==> config.mk <==
export PLATFORM = sky130hd
export DESIGN_NAME = cpu_core_p
export DESIGN_NICKNAME = d
export VERILOG_FILES = /design/src/rtl/cpu_core_p.sv
export SDC_FILE = /design/constraint.sdc
export NUM_CORES = 1
export LEC_CHECK = 0
export ABC_AREA = 1
export CAP_MARGIN = 10
export CORE_ASPECT_RATIO = 0.7
export CORE_MARGIN = 2
export CORE_UTILIZATION = 50
export DETAILED_ROUTE_END_ITERATION = 6
export PLACE_DENSITY_LB_ADDON = 0.2
export SLEW_MARGIN = 30
export SYNTH_ARGS = -nofsm -noshare
export SYNTH_HDL_FRONTEND = slang
export SYNTH_SLANG_ARGS = --single-unit
==> constraint.sdc <==
create_clock -name clk -period 5.05 [get_ports clk]
set_input_delay 1.01 -clock clk [delete_from_list [all_inputs] [get_ports clk]]
set_output_delay 1.01 -clock clk [all_outputs]
set_load 0.01 [all_outputs]
==> src/rtl/cpu_core_p.sv <==
// Parametrised multi-cycle CPU core: ALU/load/store/imm/jump/cjump/halt/nop, stalls on data memory req/ack.
// Optional: define CPU_SUB_EN to make ALU op 000 with imm[3]=1 compute rs1-rs2.
module cpu_core_p #(
  parameter int DW       = 4,
  parameter int RA       = 3,
  parameter int IA       = 3,
  parameter int GPO_ADDR = 8
) (
  input  logic                   clk,
  input  logic                   rst_n,
  input  logic                   en,
  output logic [IA-1:0]          i_addr,
  input  logic [3+3*RA+DW-1:0]   instr,
  output logic                   d_req,
  output logic                   d_we,
  output logic [DW-1:0]          d_addr,
  output logic [DW-1:0]          d_wdata,
  input  logic [DW-1:0]          d_rdata,
  input  logic                   d_ack,
  output logic [DW-1:0]          gpo,
  output logic                   halted
);
  localparam int IW   = 3 + 3*RA + DW;
  localparam int NREG = 1 << RA;
  localparam logic [DW-1:0] GPO_A = DW'(GPO_ADDR);

  typedef enum logic [1:0] {S_IDLE, S_EXEC, S_MEM, S_HALT} state_t;
  typedef enum logic [2:0] {T_ALU, T_LOAD, T_STORE, T_IMM, T_JUMP, T_CJUMP, T_HALT, T_NOP} itype_t;

  state_t                   state, nstate;
  logic [IA-1:0]            pc, pc_nxt;
  logic [NREG-1:0][DW-1:0]  rf;
  logic [RA-1:0]            mem_rd;

  itype_t        typ;
  logic [RA-1:0] rd, rs2, rs1;
  logic [DW-1:0] imm, rs1v, rs2v, alu;

  assign typ    = itype_t'(instr[IW-1 -: 3]);
  assign rd     = instr[DW+3*RA-1 -: RA];
  assign rs2    = instr[DW+2*RA-1 -: RA];
  assign rs1    = instr[DW+RA-1 -: RA];
  assign imm    = instr[DW-1:0];
  assign rs1v   = rf[rs1];
  assign rs2v   = rf[rs2];
  assign i_addr = pc;
  assign halted = (state == S_HALT);

  always_comb begin
    alu = '0;
    case (imm[2:0])
`ifdef CPU_SUB_EN
      3'd0: alu = imm[3] ? (rs1v - rs2v) : (rs1v + rs2v);
`else
      3'd0: alu = rs1v + rs2v;
`endif
      3'd1: alu = rs1v & rs2v;
      3'd2: alu = rs1v | rs2v;
      3'd3: alu = rs1v ^ rs2v;
      3'd4: alu = ~rs1v;
      3'd5: alu = {{(DW-1){1'b0}}, rs1v == rs2v};
      3'd6: alu = {{(DW-1){1'b0}}, rs1v <  rs2v};
      3'd7: alu = {rs1v[DW-2:0], 1'b0};
      default: alu = '0;
    endcase
  end

  // Control: decides next state plus the single-cycle side effects of this cycle.
  logic          pc_we, rf_we, gpo_we, mem_go, mem_done;
  logic [RA-1:0] rf_wa;
  logic [DW-1:0] rf_wd;

  always_comb begin
    nstate   = state;
    pc_we    = 1'b0;
    pc_nxt   = pc + IA'(1);
    rf_we    = 1'b0;
    rf_wa    = rd;
    rf_wd    = alu;
    gpo_we   = 1'b0;
    mem_go   = 1'b0;
    mem_done = 1'b0;
    case (state)
      S_IDLE: if (en) nstate = S_EXEC;
      S_EXEC: begin
        if (!en) begin
          nstate = S_IDLE;
        end else begin
          case (typ)
            T_ALU:   begin rf_we = 1'b1; pc_we = 1'b1; end
            T_LOAD:  begin mem_go = 1'b1; nstate = S_MEM; end
            T_STORE: begin
              if (imm == GPO_A) begin
                gpo_we = 1'b1;
                pc_we  = 1'b1;
              end else begin
                mem_go = 1'b1;
                nstate = S_MEM;
              end
            end
            T_IMM:   begin rf_we = 1'b1; rf_wd = imm; pc_we = 1'b1; end
            T_JUMP:  begin pc_we = 1'b1; pc_nxt = rs1v[IA-1:0]; end
            T_CJUMP: begin
              pc_we = 1'b1;
              if (rs1v[0]) pc_nxt = imm[IA-1:0];
            end
            T_HALT:  nstate = S_HALT;
            T_NOP:   pc_we = 1'b1;
            default: pc_we = 1'b1;
          endcase
        end
      end
      S_MEM: begin
        // en is not consulted until the transfer completes.
        if (d_ack) begin
          mem_done = 1'b1;
          pc_we    = 1'b1;
          rf_we    = !d_we;
          rf_wa    = mem_rd;
          rf_wd    = d_rdata;
          nstate   = en ? S_EXEC : S_IDLE;
        end
      end
      S_HALT: nstate = S_HALT;
      default: nstate = S_IDLE;
    endcase
  end

  always_ff @(posedge clk) begin
    if (!rst_n) state <= S_IDLE;
    else        state <= nstate;
  end

  always_ff @(posedge clk) begin
    if (!rst_n) begin
      pc      <= '0;
      rf      <= '0;
      gpo     <= '0;
      d_req   <= 1'b0;
      d_we    <= 1'b0;
      d_addr  <= '0;
      d_wdata <= '0;
      mem_rd  <= '0;
    end else begin
      if (pc_we)  pc        <= pc_nxt;
      if (rf_we)  rf[rf_wa] <= rf_wd;
      if (gpo_we) gpo       <= rs1v;
      if (mem_go) begin
        d_req   <= 1'b1;
        d_we    <= (typ == T_STORE);
        d_addr  <= imm;
        d_wdata <= rs1v;
        mem_rd  <= rd;
      end else if (mem_done) begin
        d_req   <= 1'b0;
      end
    end
  end
endmodule
==> flow_summary_export.csv, run 1 <==
group,metric,value,unit
cells_and_area,finalNetCount,701,
routing,wire_per_inst,15.3,um
synthesis,synth_cells,624,
clock_tree,htree_levels,2,
synthesis,ys_seq_area_frac,0.285,
synthesis,synth_top_area_frac,0.285,
die,dieArea,8310,um2
grt,grt_pass1_vias,3731,
routing,ant_nets,0,
synthesis,synthTopCellsByCount,"nand2_1 (131), inv_1 (113), nand3_1 (80)",
placement,dp_hpwl,8960,um
worst_setup_path,crit_fanout,9,
timing,max_clock_freq,0.254,GHz
grt,grt_usage,0.287,
synthesis,synth_edf_count,0,
routing,drt-pass1-iter-count,6,
timing,rsz0062_at_grt,"no",
synthesis,syn_area,3790,um2
clock_tree,clock_path_buffers,2,
synthesis,synth.distinct_cells,31,
die,fp-row-count,26,
clock_tree,cts_buffers,5,
synthesis,ys_seq_elements,54,
cells_and_area,instances_no_fill,757,
synthesis,ys.flop_type,"dfxtp_1",
cells_and_area,diodes,0,
placement,placed_area,4250,um2
grt,grt-ovfl-total,0,
cells_and_area,synthToLayoutAreaGrowth,14.6,%
die,dieHeight,76.9,um
timing,finalSetupViolCount,0,
die,ios,42,
cells_and_area,multiInputGateArea,2130,um2
timing,drv_slew,0,
timing,relSlewSlack,0.559,
flow_run,max_cap_viol_count,0,
die,core-area,7320,um2
cells_and_area,drive_gt1_frac,0.0531,
synthesis,synth.most_common_cell,"nand2_1",
worst_setup_path,path_class,"in2reg",
timing,worst_pin_slew,0.660,ns
worst_setup_path,critPathLaunchType,"input port",
timing,hold_viol_final,0,
clock_tree,clock_latency,0.32,ns
worst_setup_path,critPathArrivalTime,4.17,ns
timing,post-route-period-util,0.779,
synthesis,synth_top_cell_by_area,"dfxtp_1",
routing,wl,11600,um
routing,drcViolationCount,0,
worst_setup_path,worstPathRequired,5.29,ns
outcome,outcome,"finished clean",
clock_tree,postCtsHoldBufs,0,
synthesis,syn-num-nets,667,
timing,finalCriticalPeriod,3.94,ns
synthesis,synth_area_leaders,"dfxtp_1 (29%), nand2_1 (13%), inv_1 (11%)",
synthesis,synth_area_per_cell,6.08,um2
clock_tree,cts_tree,"yes",
synthesis,async_reset_ff_frac,0,
placement,io_buffer_count,41,
timing,fin_skew,0.00987,ns
synthesis,ys_warn_count,0,
placement,gp_congestion,1.03,
min_path,hold_path.class,"reg2reg",
clock_tree,post_cts_resized,0,
die,die_x,108,um
routing,drt_iter0_drc,509,
placement,placed_cells,749,
routing,via_per_inst,5.51,
clock_tree,cts_root_buf,"clkbuf_8",
routing,dr_total_vias,4172,
power,total_leakage_power,0.00212,uW
power,power.density,275,nW/um2
grt,grt_max_degree,35,
worst_setup_path,endpoint_kind,"register",
clock_tree,cts_sinks,54,
cells_and_area,seqCellArea,1080,um2
clock_tree,postCtsSetupRepairBufs,0,
timing,finalSetupTns,0,ns
power,ir_drop,0.000166,V
cells_and_area,fillCellCount,761,
grt,grt_pass1_wl,18700,um
cells_and_area,stdcell_area,4350,um2
cells_and_area,post-route-util,0.594,
die,initial_core_util,0.518,
clock_tree,clk_pin_slew_worst_paths,0.11,ns
grt,antenna_found_initial,0,
power,p_total,1190,uW
-- power by group --
group / switching [uW] / leakage, uW / internal, uW
sequential: 15.9 / 0.000436 / 451
clock: 167 / 0.0000502 / 103
combinational: 306 / 0.00164 / 150
total: 489 / 0.00212 / 705
-- metal layers --
layer  wire, um  global-route usage
met5          0                   0
met4        140              0.0513
met3       1420              0.0697
met2       4570               0.398
met1       5460               0.448
-- critical path, cell delays in order --
cell and delay [ns]:
clkdlybuf4s50_1 0.65, inv_1 0.23, a21oi_1 0.15, o21ai_0 0.09
nand2_1 0.09, inv_1 0.04, o21ai_0 0.36, inv_1 0.14
ha_1 0.36, nand3_1 0.11, nand3_1 0.14, nand2_1 0.08
o21ai_0 0.15, inv_1 0.06, nand2_1 0.24, nand3_1 0.14
nand2_1 0.08, inv_1 0.03
-- cells in the final DEF, fill, tap and decap left out, types with 2 or more instances in the layout --
cell	count
nand2_1	131
inv_1	113
nand3_1	80
a21oi_1	71
dfxtp_1	54
o21ai_0	53
clkdlybuf4s50_1	41
nor2_1	38
ha_1	18
nand2_2	9
inv_2	6
clkinv_1	6
nand4_1	5
clkbuf_8	5
o21ai_2	4
o22ai_1	3
buf_4	3
nor3_1	2
nor2_2	2
clkinv_2	2
clkinv_4	2
-- stage by stage --
stage	setup slack (ns)	hold slack [ns]
floorplan	1.77	0.489
global placement	0.857	0.457
detailed placement	0.819	0.454
CTS	1.17	0.482
global route	0.727	0.500
finish	1.11	0.484
-- path summary, 6_finish.rpt --
kind                            depth (start not counted)  slack (ns)           startpoint                 end
worst min-delay path                                    2        0.48   d_req$_SDFFE_PN0P_  d_req$_SDFFE_PN0P_
worst max-delay path                                   18        1.11             instr[8]  rf[7]$_SDFFE_PN0P_
worst min register to register                          2        0.48   d_req$_SDFFE_PN0P_  d_req$_SDFFE_PN0P_
worst max register to register                         17        2.21  rf[21]$_SDFFE_PN0P_  rf[7]$_SDFFE_PN0P_
-- sequential cells by signal, indices dropped and copies added, names as in the netlist --
name,count
d_addr,4
d_req,1
state,2
gpo,4
rf,32
d_wdata,4
mem_rd,3
d_we,1
i_addr,3
-- kinds of logic after synthesis --
kind of cell    after synthesis  synth area share
fa+ha+maj                    19            0.0647
xor+xnor                      2           0.00462
simple gates                269             0.306
flops                        54             0.285
compound gates              136             0.187
buf+inv                     144             0.152
-- layout make-up --
class	count	area share
timing repair buffer	44	0.0996
clock inverter	3	0.00662
inverter	127	0.110
sequential	54	0.249
tap	98	0.0282
multi-input combinational	426	0.491
clock buffer	5	0.0158
Note: power is estimated with default switching activity, not from simulation.
==> run 2: changes to the inputs <==
==> constraint.sdc (replaced) <==
create_clock -name clk -period 3.9 [get_ports clk]
set_input_delay 0.78 -clock clk [delete_from_list [all_inputs] [get_ports clk]]
set_output_delay 0.78 -clock clk [all_outputs]
set_load 0.01 [all_outputs]
==> run 2 against run 1 <==
Critical endpoint is now rf[19]$_SDFFE_PN0P_. Utilization increased by 0.51 points. Global-route usage decreased by 0.35 points. Clock-buffer cell count unchanged. Setup slack got worse by 0.64 ns. Sequential power increased by 29%.
==> flow_summary_export.csv, run 2 (same netlist as run 1, synthesis figures left out) <==
group,metric,value,unit
outcome,outcome,"finished clean",
worst_setup_path,path_class,"in2reg",
power,swShare,0.410,
min_path,min-delay-start,"d_req$_SDFFE_PN0P_",
clock_tree,post_cts_resized,0,
worst_setup_path,crit_path_top_delay_cell,"clkdlybuf4s50_1",
grt,grt-ovfl-total,0,
routing,drcViolationCount,0,
routing,drt-met1-wl,5470,um
grt,grt_pass1_vias,3777,
cells_and_area,mostFrequentLayoutCell,"nand2_1",
power,power.density,352,nW/um2
flow_run,max_cap_viol_count,0,
placement,placed_area,4300,um2
worst_setup_path,path_cells,"clkdlybuf4s50_1 -> inv_1 -> a21oi_1 -> o21ai_0 -> nand2_1 -> inv_1 -> o21ai_0 -> inv_1 -> ha_1 -> a21oi_1 -> a21oi_1 -> o21ai_0 -> inv_1 -> nand2_1 -> nand3_1 -> nand2_1 -> inv_1",
routing,drt_iter0_drc,368,
worst_setup_path,path_delay_family,"compound AO/OA/AOI/OAI gates",
timing,fin_skew,0.00480,ns
routing,met3_length,1100,um
cells_and_area,diodes,0,
power,combPwrFrac,0.394,
die,dieHeight,76.9,um
timing,rsz0062_at_grt,"no",
worst_setup_path,path_buf_inv,6,
grt,grt_pass1_wl,18600,um
power,internal_power,911,uW
clock_tree,cts_buffers,5,
cells_and_area,layout_common_cells,"nand2_1 (131), inv_1 (113), nand3_1 (80), a21oi_1 (71), dfxtp_1 (54)",
clock_tree,cts_sinks,54,
worst_setup_path,endpoint_kind,"register",
timing,hold_viol_final,0,
placement,io_buffer_count,41,
timing,max_clock_freq,0.292,GHz
routing,wire_per_inst,15.1,um
die,die_x,108,um
routing,route.met2.wl,4720,um
clock_tree,clock_path_buffers,2,
clock_tree,cts_root_buf,"clkbuf_8",
worst_setup_path,crit_top_cell,"inv_1",
clock_tree,postCtsHoldBufs,0,
routing,routed.top_layer,"met4",
placement,gp_congestion,1.03,
clock_tree,clock_latency,0.32,ns
timing,finalCriticalPeriod,3.43,ns
worst_setup_path,reg2reg_from,"rf[22]$_SDFFE_PN0P_",
cells_and_area,drive_gt1_frac,0.0617,
cells_and_area,largest_reg_flops,32,
die,initial_core_util,0.518,
worst_setup_path,crit_fanout,16,
power,power_frac_seq,0.391,
clock_tree,htree_levels,2,
power,total_leakage_power,0.00214,uW
grt,antenna_found_initial,0,
clock_tree,clk_pin_slew_worst_paths,0.11,ns
worst_setup_path,critPathArrivalTime,3.65,ns
placement,dp_hpwl,8600,um
timing,worst_pin_slew,0.608,ns
worst_setup_path,critPathLaunchType,"input port",
worst_setup_path,slowest_delay,0.48,ns
timing,relSlewSlack,0.593,
timing,finalSetupTns,0,ns
min_path,hold_path.class,"reg2reg",
routing,dr_total_vias,4142,
clock_tree,cts_tree,"yes",
die,fp-row-count,26,
die,core-area,7320,um2
grt,grt_max_degree,24,
timing,drv_slew,0,
cells_and_area,finalNetCount,707,
worst_setup_path,worstPathRequired,4.12,ns
clock_tree,postCtsSetupRepairBufs,0,
die,ios,42,
power,pwr-share-clk,0.215,
power,ir_drop,0.000236,V
power,switchingPower,633,uW
routing,drt-pass1-iter-count,5,
cells_and_area,synthToLayoutAreaGrowth,15.6,%
routing,wl,11500,um
grt,grt_usage,0.284,
die,dieArea,8310,um2
timing,finalSetupViolCount,0,
worst_setup_path,critPathLaunch,"instr[7]",
timing,post-route-period-util,0.879,
routing,via_per_inst,5.43,
cells_and_area,stdcell_area,4390,um2
routing,ant_nets,0,
cells_and_area,regMostFlops,"rf",
run 2: cell types whose count changed in the layout (fill, tap and decap cells not counted), sizes merged:
cell      change
inv           -1
buf           +6
clkinvlp      +1
run 2: through the flow:
step,utilization,cells,setup WS [ns],total power (uW),hold slack (ns)
2_1_floorplan,-,624,0.850,1020,0.489
4_1_cts,0.599,763,0.505,1540,0.488
3_3_place_gp,0.587,755,0.251,1200,0.462
6_report,0.599,763,0.471,1540,0.484
3_5_place_dp,0.587,755,0.165,1210,0.465
5_1_grt,0.599,763,0.115,1650,0.504
run 2: routing by layer:
metal / vias to the layer above / track usage
met5: - / 0
met4: 0 / 0.0936
met3: 24 / 0.0493
met2: 227 / 0.381
met1: 1820 / 0.447
li1: 2071 / -
run 2: path summary, 6_finish.rpt:
kind / to / slack (ns) / depth (start not counted)
setup / recovery: rf[19]$_SDFFE_PN0P_ / 0.47 / 17
hold / removal: d_req$_SDFFE_PN0P_ / 0.48 / 2
setup reg to reg: rf[19]$_SDFFE_PN0P_ / 1.22 / 16
hold reg to reg: d_req$_SDFFE_PN0P_ / 0.48 / 2
run 2: area by class of cell:
class,instances,area (um2)
clock inverter,3,21.3
clock buffer,5,68.8
fill,749,2930
timing repair buffer,50,478
inverter,127,479
sequential,54,1080
multi-input combinational,426,2130
tap,98,123
run 2: tightest hold or removal path, stage by stage (launching register included):
cell and delay [ns]:
dfxtp_1 0.33, nand2_1 0.06, a21oi_1 0.05
run 2: power groups by stage:
stage	sequential [uW]	clock (uW)	combinational, uW
CTS	605	334	597
detailed placement	617	0	592
finish	604	332	609
global route	608	360	678
global placement	616	0	585
floorplan	619	0	399
==> run 3: changes to the inputs <==
--- a/config.mk
+++ b/config.mk
@@ -12,7 +12,8 @@
 export CORE_UTILIZATION = 50
 export DETAILED_ROUTE_END_ITERATION = 6
 export PLACE_DENSITY_LB_ADDON = 0.2
-export SLEW_MARGIN = 30
+export SKIP_LAST_GASP = 1
+export SLEW_MARGIN = 20
 export SYNTH_ARGS = -nofsm -noshare
 export SYNTH_HDL_FRONTEND = slang
 export SYNTH_SLANG_ARGS = --single-unit
==> results of run 3 <==
Same layout as run 2: the final DEF is identical, and so are final timing and power.
